$ cat config.mk
export PLATFORM = sky130hd
export DESIGN_NAME = load_mem_unit
export DESIGN_NICKNAME = d
export VERILOG_FILES = /design/src/rtl/load_mem_unit_pkg.sv /design/src/rtl/load_mem_unit.sv
export SDC_FILE = /design/constraint.sdc
export NUM_CORES = 1
export LEC_CHECK = 0
export BUFFER_PORTS_ARGS = -buffer_cell sky130_fd_sc_hd__clkbuf_2
export CORE_MARGIN = 2
export CORE_UTILIZATION = 40
export DETAILED_ROUTE_END_ITERATION = 12
export PLACE_DENSITY = 0.68
export REMOVE_ABC_BUFFERS = 1
export SETUP_SLACK_MARGIN = 0.1
export SYNTH_ARGS = -nofsm -noshare
export SYNTH_HDL_FRONTEND = slang
export SYNTH_SLANG_ARGS = --single-unit
$ cat constraint.sdc
create_clock -name clk_i -period 3.5 [get_ports clk_i]
set_clock_uncertainty 0.15 [all_clocks]
set_input_delay 0.35 -clock clk_i [delete_from_list [all_inputs] [get_ports clk_i]]
set_output_delay 0.35 -clock clk_i [all_outputs]
set_load 0.01 [all_outputs]
$ cat src/rtl/load_mem_unit_pkg.sv
// Shared types and constants for the load memory unit.
//  load_state_e    : FSM state encoding of the load responder
//  cdb_req_s       : result bundle presented to the CDB arbiter, laid out so it
//                    merges field-for-field with the arbiter's packed request
//  is_word_aligned : true when a byte address sits on a 32-bit word boundary
package load_mem_unit_pkg;

  localparam int LMU_TAG_W   = 4;
  localparam int LMU_ADDR_W  = 32;
  localparam int LMU_DATA_W  = 32;
  localparam int LMU_TIMEOUT = 64;

  typedef enum logic [2:0] {
    ST_IDLE     = 3'd0,
    ST_MEM_REQ  = 3'd1,
    ST_MEM_WAIT = 3'd2,
    ST_CDB_REQ  = 3'd3,
    ST_DRAIN    = 3'd4
  } load_state_e;

  typedef struct packed {
    logic                  valid;
    logic [LMU_TAG_W-1:0]  rob_tag;
    logic [LMU_DATA_W-1:0] data;
    logic                  err;
  } cdb_req_s;

  function automatic logic is_word_aligned(input logic [1:0] addr_lsb);
    return (addr_lsb == 2'b00);
  endfunction

endpackage

$ cat src/rtl/load_mem_unit.sv
// Load memory unit: responder for the head of the RS load queue.
// Takes one load at a time, issues a single word read to data memory, and
// presents the result (or an error for misaligned / timed-out loads) to the
// CDB arbiter. On grant it pulses clear_load so the RS pops the head entry.
// A mispredict flush (recover_en) aborts the load; an already-issued memory
// read is drained so its data can never be forwarded.
// Ports:
//  clk_i, reset_ni          clock, synchronous active-low reset
//  recover_en               flush the in-flight load
//  load_req_*               RS load-queue head (valid, ROB tag, byte address)
//  clear_load               one-cycle pop strobe back to the RS
//  mem_req_*/mem_rsp_*      data-memory read request / response
//  cdb_req_*, cdb_grant     result request to the CDB arbiter and its grant
//  busy                     unit is not idle
module load_mem_unit
  import load_mem_unit_pkg::*;
#(
  parameter int TAG_W   = LMU_TAG_W,
  parameter int ADDR_W  = LMU_ADDR_W,
  parameter int DATA_W  = LMU_DATA_W,
  parameter int TIMEOUT = LMU_TIMEOUT
) (
  input  logic              clk_i,
  input  logic              reset_ni,
  input  logic              recover_en,
  input  logic              load_req_valid,
  input  logic [TAG_W-1:0]  load_req_rob_addr,
  input  logic [ADDR_W-1:0] load_req_addr,
  output logic              clear_load,
  output logic              mem_req_valid,
  input  logic              mem_req_ready,
  output logic [ADDR_W-1:0] mem_req_addr,
  input  logic              mem_rsp_valid,
  input  logic [DATA_W-1:0] mem_rsp_data,
  output logic              cdb_req_valid,
  output logic [TAG_W-1:0]  cdb_req_rob_tag,
  output logic [DATA_W-1:0] cdb_req_data,
  output logic              cdb_req_err,
  input  logic              cdb_grant,
  output logic              busy
);

  localparam int CNT_W = $clog2(TIMEOUT + 1);
  localparam logic [CNT_W-1:0] CNT_LAST = CNT_W'(TIMEOUT - 1);
  localparam logic [CNT_W-1:0] CNT_MAX  = CNT_W'(TIMEOUT);
  localparam logic [ADDR_W-1:0] WORD_MASK = ~ADDR_W'(3);

  load_state_e       state_q, state_d;
  logic [TAG_W-1:0]  tag_q, tag_d;
  logic [ADDR_W-1:0] addr_q, addr_d;
  logic [DATA_W-1:0] data_q, data_d;
  logic              err_q, err_d;
  logic [CNT_W-1:0]  cnt_q, cnt_d;

  always_ff @(posedge clk_i) begin
    if (!reset_ni) begin
      state_q <= ST_IDLE;
      tag_q   <= '0;
      addr_q  <= '0;
      data_q  <= '0;
      err_q   <= 1'b0;
      cnt_q   <= '0;
    end else begin
      state_q <= state_d;
      tag_q   <= tag_d;
      addr_q  <= addr_d;
      data_q  <= data_d;
      err_q   <= err_d;
      cnt_q   <= cnt_d;
    end
  end

  always_comb begin
    state_d = state_q;
    tag_d   = tag_q;
    addr_d  = addr_q;
    data_d  = data_q;
    err_d   = err_q;
    // Free-running saturating counter; only meaningful in MEM_WAIT and DRAIN,
    // where it is cleared on entry.
    cnt_d   = (cnt_q == CNT_MAX) ? cnt_q : cnt_q + 1'b1;

    unique case (state_q)
      ST_IDLE: begin
        if (!recover_en && load_req_valid) begin
          tag_d  = load_req_rob_addr;
          addr_d = load_req_addr;
          data_d = '0;
          if (is_word_aligned(load_req_addr[1:0])) begin
            err_d   = 1'b0;
            state_d = ST_MEM_REQ;
          end else begin
            // Misaligned loads skip memory and report an error directly.
            err_d   = 1'b1;
            state_d = ST_CDB_REQ;
          end
        end
      end
      ST_MEM_REQ: begin
        // Once the read is accepted a response is owed, so a flush at that
        // point must go through DRAIN rather than straight to IDLE.
        if (mem_req_ready) begin
          cnt_d   = '0;
          state_d = recover_en ? ST_DRAIN : ST_MEM_WAIT;
        end else if (recover_en) begin
          state_d = ST_IDLE;
        end
      end
      ST_MEM_WAIT: begin
        if (recover_en) begin
          cnt_d   = '0;
          state_d = ST_DRAIN;
        end else if (mem_rsp_valid) begin
          data_d  = mem_rsp_data;
          err_d   = 1'b0;
          state_d = ST_CDB_REQ;
        end else if (cnt_q == CNT_LAST) begin
          data_d  = '0;
          err_d   = 1'b1;
          state_d = ST_CDB_REQ;
        end
      end
      ST_CDB_REQ: begin
        if (recover_en || cdb_grant) begin
          state_d = ST_IDLE;
        end
      end
      ST_DRAIN: begin
        if (mem_rsp_valid || (cnt_q == CNT_LAST)) begin
          state_d = ST_IDLE;
        end
      end
      default: state_d = ST_IDLE;
    endcase
  end

  // Outputs are gated by state so every interface is quiet outside its phase.
  always_comb begin
    mem_req_valid   = 1'b0;
    mem_req_addr    = '0;
    cdb_req_valid   = 1'b0;
    cdb_req_rob_tag = '0;
    cdb_req_data    = '0;
    cdb_req_err     = 1'b0;
    clear_load      = 1'b0;
    busy            = (state_q != ST_IDLE);

    if (state_q == ST_MEM_REQ) begin
      mem_req_valid = 1'b1;
      mem_req_addr  = addr_q & WORD_MASK;
    end

    if (state_q == ST_CDB_REQ) begin
      cdb_req_valid   = 1'b1;
      cdb_req_rob_tag = tag_q;
      cdb_req_data    = data_q;
      cdb_req_err     = err_q;
      // A flush in the grant cycle drops the result, so the RS must not pop.
      clear_load      = cdb_grant && !recover_en;
    end
  end

endmodule

==> metrics.yaml <==
grt_max_degree: 51
cts_root_buf: "clkbuf_8"
synth_ff_type: "dfxtp_1"
synth.avg_cell_area_sq_um: 7.79
drc: 0
final_area_sq_um: 4580
final_nets: 659
antenna_found_initial: 0
cp.required_ns: 3.00
cp.arrival_ns: 2.16
placed_area_sq_um: 4360
powerDensity_nw_per_um2: 535
synth_commonest_cells: "77 x dfxtp_1, 71 x nand2_1, 68 x and2_1, 67 x a21oi_1, 37 x o21ai_0"
path_clk_slew_ns: 0.09
rows: 34
path_buf_inv: 2
path_cells: "nand2b_1 -> nor2_2 -> buf_4 -> and2_1 -> clkbuf_2"
yosysTopAreaCell: "dfxtp_1"
first_iter_violations: 147
ant_nets: 0
die_area_sq_um: 9700
hold_viol: 0
rsz0062_at_grt: "no"
cap_violations: 0
drv_slew: 0
antenna_cells: 0
setup_viol: 0
cts_tree: "done"
io_buffers: 145
grt_pass1_wl_mm: 15.9
worstMarginPinSlew_ns: 1.18
ys_seq_area_frac: 0.432
fp.dieW_um: 98.5
drtPass1Iterations: 4
end_kind: "output port"
drive_above_1_share: 0.302
synth_seq_cells: 77
synth_area_sq_um: 3570
wl_mm: 9.75
routed-via-count: 3615
cpPeakStageDelay_ns: 0.70
via_per_inst: 5.20
critical_path_class: "reg2out"
yosysTopAreaCellShare: 0.432
globalRouteOverflowTotal: 0
cp_max_fo: 35
clock_latency_ns: 0.35
grt_pass1_vias: 3421
slew_headroom: 0.211
htreeDepth: 3
grt_use_total: 0.197
period_needed_ns: 2.66
cts_setup_buffers: 0
hp-class: "in2reg"
io_pins: 148
p_leak_uw: 0.00198
initial_utilization: 0.411
dp.cells: 679
crit_slowest_cell: "dfxtp_1"
area_growth_syn_to_layout_pct: 28.3
netlist-cell-type-count: 38
fmax_ghz: 0.376
syn_inst: 458
vdd_drop_max_mv: 0.255
clock_sinks: 77
cts_made_buffers: 9
final_cell_count_no_fill: 695
clock_path_buffers: 2
synth.most_common_cell: "dfxtp_1"
yosysWarnings: 0
tns_ns: 0
ctsHoldBuffers: 0
wire_per_inst_um: 14.0
place.gp.congestion: 0.899
dp_hpwl_mm: 6.40
synth_enable_flop_cells: 0
synth_area_leaders: "dfxtp_1 43%, and2_1 12%, a21oi_1 9.4%, nand2_1 7.5%, nand4_1 5.6%"
min_period_over_period: 0.760
outcome: "finished clean"
synthArstFlopShare: 0
nFillCells: 856
core_sq_um: 8680
postCtsResizedCells: 0
cp-start-kind: "register"
die_h_um: 98.5
path_delay_family: "flip-flops"
-- cells by family (layout without fill, tap and decap cells) --
| logic type | Yosys count | count (layout) | synth area share |
|---|---|---|---|
| muxes | 2 | 2 | 0.00596 |
| adders and majority gates | 2 | 2 | 0.00701 |
| DFF | 77 | 77 | 0.432 |
| other | 1 | 2 | 0.00105 |
| AOI/OAI and AO/OA | 117 | 117 | 0.179 |
| xor gates and xnor gates | 6 | 6 | 0.0147 |
| and+or+nand+nor | 206 | 206 | 0.307 |
| buffers and inverters | 47 | 175 | 0.0533 |
-- final cells by class --
| class | instances | area, sq um | share of cell area |
|---|---|---|---|
| Timing Repair Buffer | 153 | 786 | 0.172 |
| Clock buffer | 12 | 155 | 0.0339 |
| Sequential cell | 77 | 1540 | 0.337 |
| Inverter | 6 | 22.5 | 0.00492 |
| Tap cell | 108 | 135 | 0.0295 |
| Clock inverter | 4 | 70.1 | 0.0153 |
| Multi-Input combinational cell | 335 | 1870 | 0.408 |
-- per-layer routing --
| metal | part of all wire | global-route usage | vias up | wire [um] |
|---|---|---|---|---|
| met4 | 0.0083 | 0.0748 | 0 | 81 |
| met5 | 0 | 0 | - | 0 |
| met1 | 0.46 | 0.256 | 1657 | 4510 |
| li1 | - | - | 1803 | - |
| met2 | 0.44 | 0.311 | 148 | 4330 |
| met3 | 0.085 | 0.0553 | 7 | 826 |
-- sequential cells by signal, summed over array words and instances (netlist names) --
register	flops
cnt_q	7
tag_q	4
addr_q	30
err_q	1
state_q	3
data_q	32
-- layout by cell type, fill, tap and decap left out, types with 2 or more instances in the layout --
| master | count |
|---|---|
| a211o_1 | 2 |
| a21o_1 | 2 |
| a21oi_1 | 67 |
| and2_1 | 68 |
| and3_1 | 3 |
| buf_4 | 8 |
| bufinv_16 | 2 |
| clkbuf_2 | 145 |
| clkbuf_8 | 11 |
| clkinv_2 | 2 |
| conb_1 | 2 |
| dfxtp_1 | 77 |
| ha_1 | 2 |
| inv_1 | 5 |
| nand2_1 | 71 |
| nand2b_1 | 5 |
| nand3_1 | 2 |
| nand3b_1 | 4 |
| nand4_1 | 32 |
| nor2_1 | 11 |
| nor3_2 | 2 |
| o21a_1 | 3 |
| o21ai_0 | 36 |
| or3_1 | 2 |
| xnor2_1 | 4 |
| xor2_1 | 2 |
-- worst min-delay path, stage by stage --
cell	delay, ns
clkbuf_2	0.08
nand2_1	0.04
a21oi_1	0.05
-- power breakdown --
group	internal [uW]	switching (uW)	leakage, uW
Clock	439	323	0.000116
Combinational	232	422	0.00124
Sequential	955	79.4	0.000624
-- stage by stage --
step	power [uW]	setup slack (ns)	util	hold slack, ns
floorplan	1430	0.295	-	0.282
global placement	1690	1.29	0.502	0.287
detailed placement	1710	1.21	0.502	0.292
CTS	2470	0.808	0.528	0.0598
global route	2590	0.614	0.528	0.0604
finish	2450	0.841	0.528	0.0750
-- worst paths after layout --
kind / start / endpoint / slack [ns] / cells after the start
worst max-delay path: state_q[1]$_SDFFE_PN0P_ / cdb_req_data[15] / 0.84 / 5
worst min-delay path: load_req_addr[22] / addr_q[22]$_SDFFE_PN0P_ / 0.08 / 3
worst max register to register: cnt_q[0]$_SDFF_PN0_ / err_q$_SDFFE_PN0P_ / 1.22 / 5
worst min register to register: addr_q[18]$_SDFFE_PN0P_ / addr_q[18]$_SDFFE_PN0P_ / 0.30 / 2
Power figures use the tool's default switching activity.
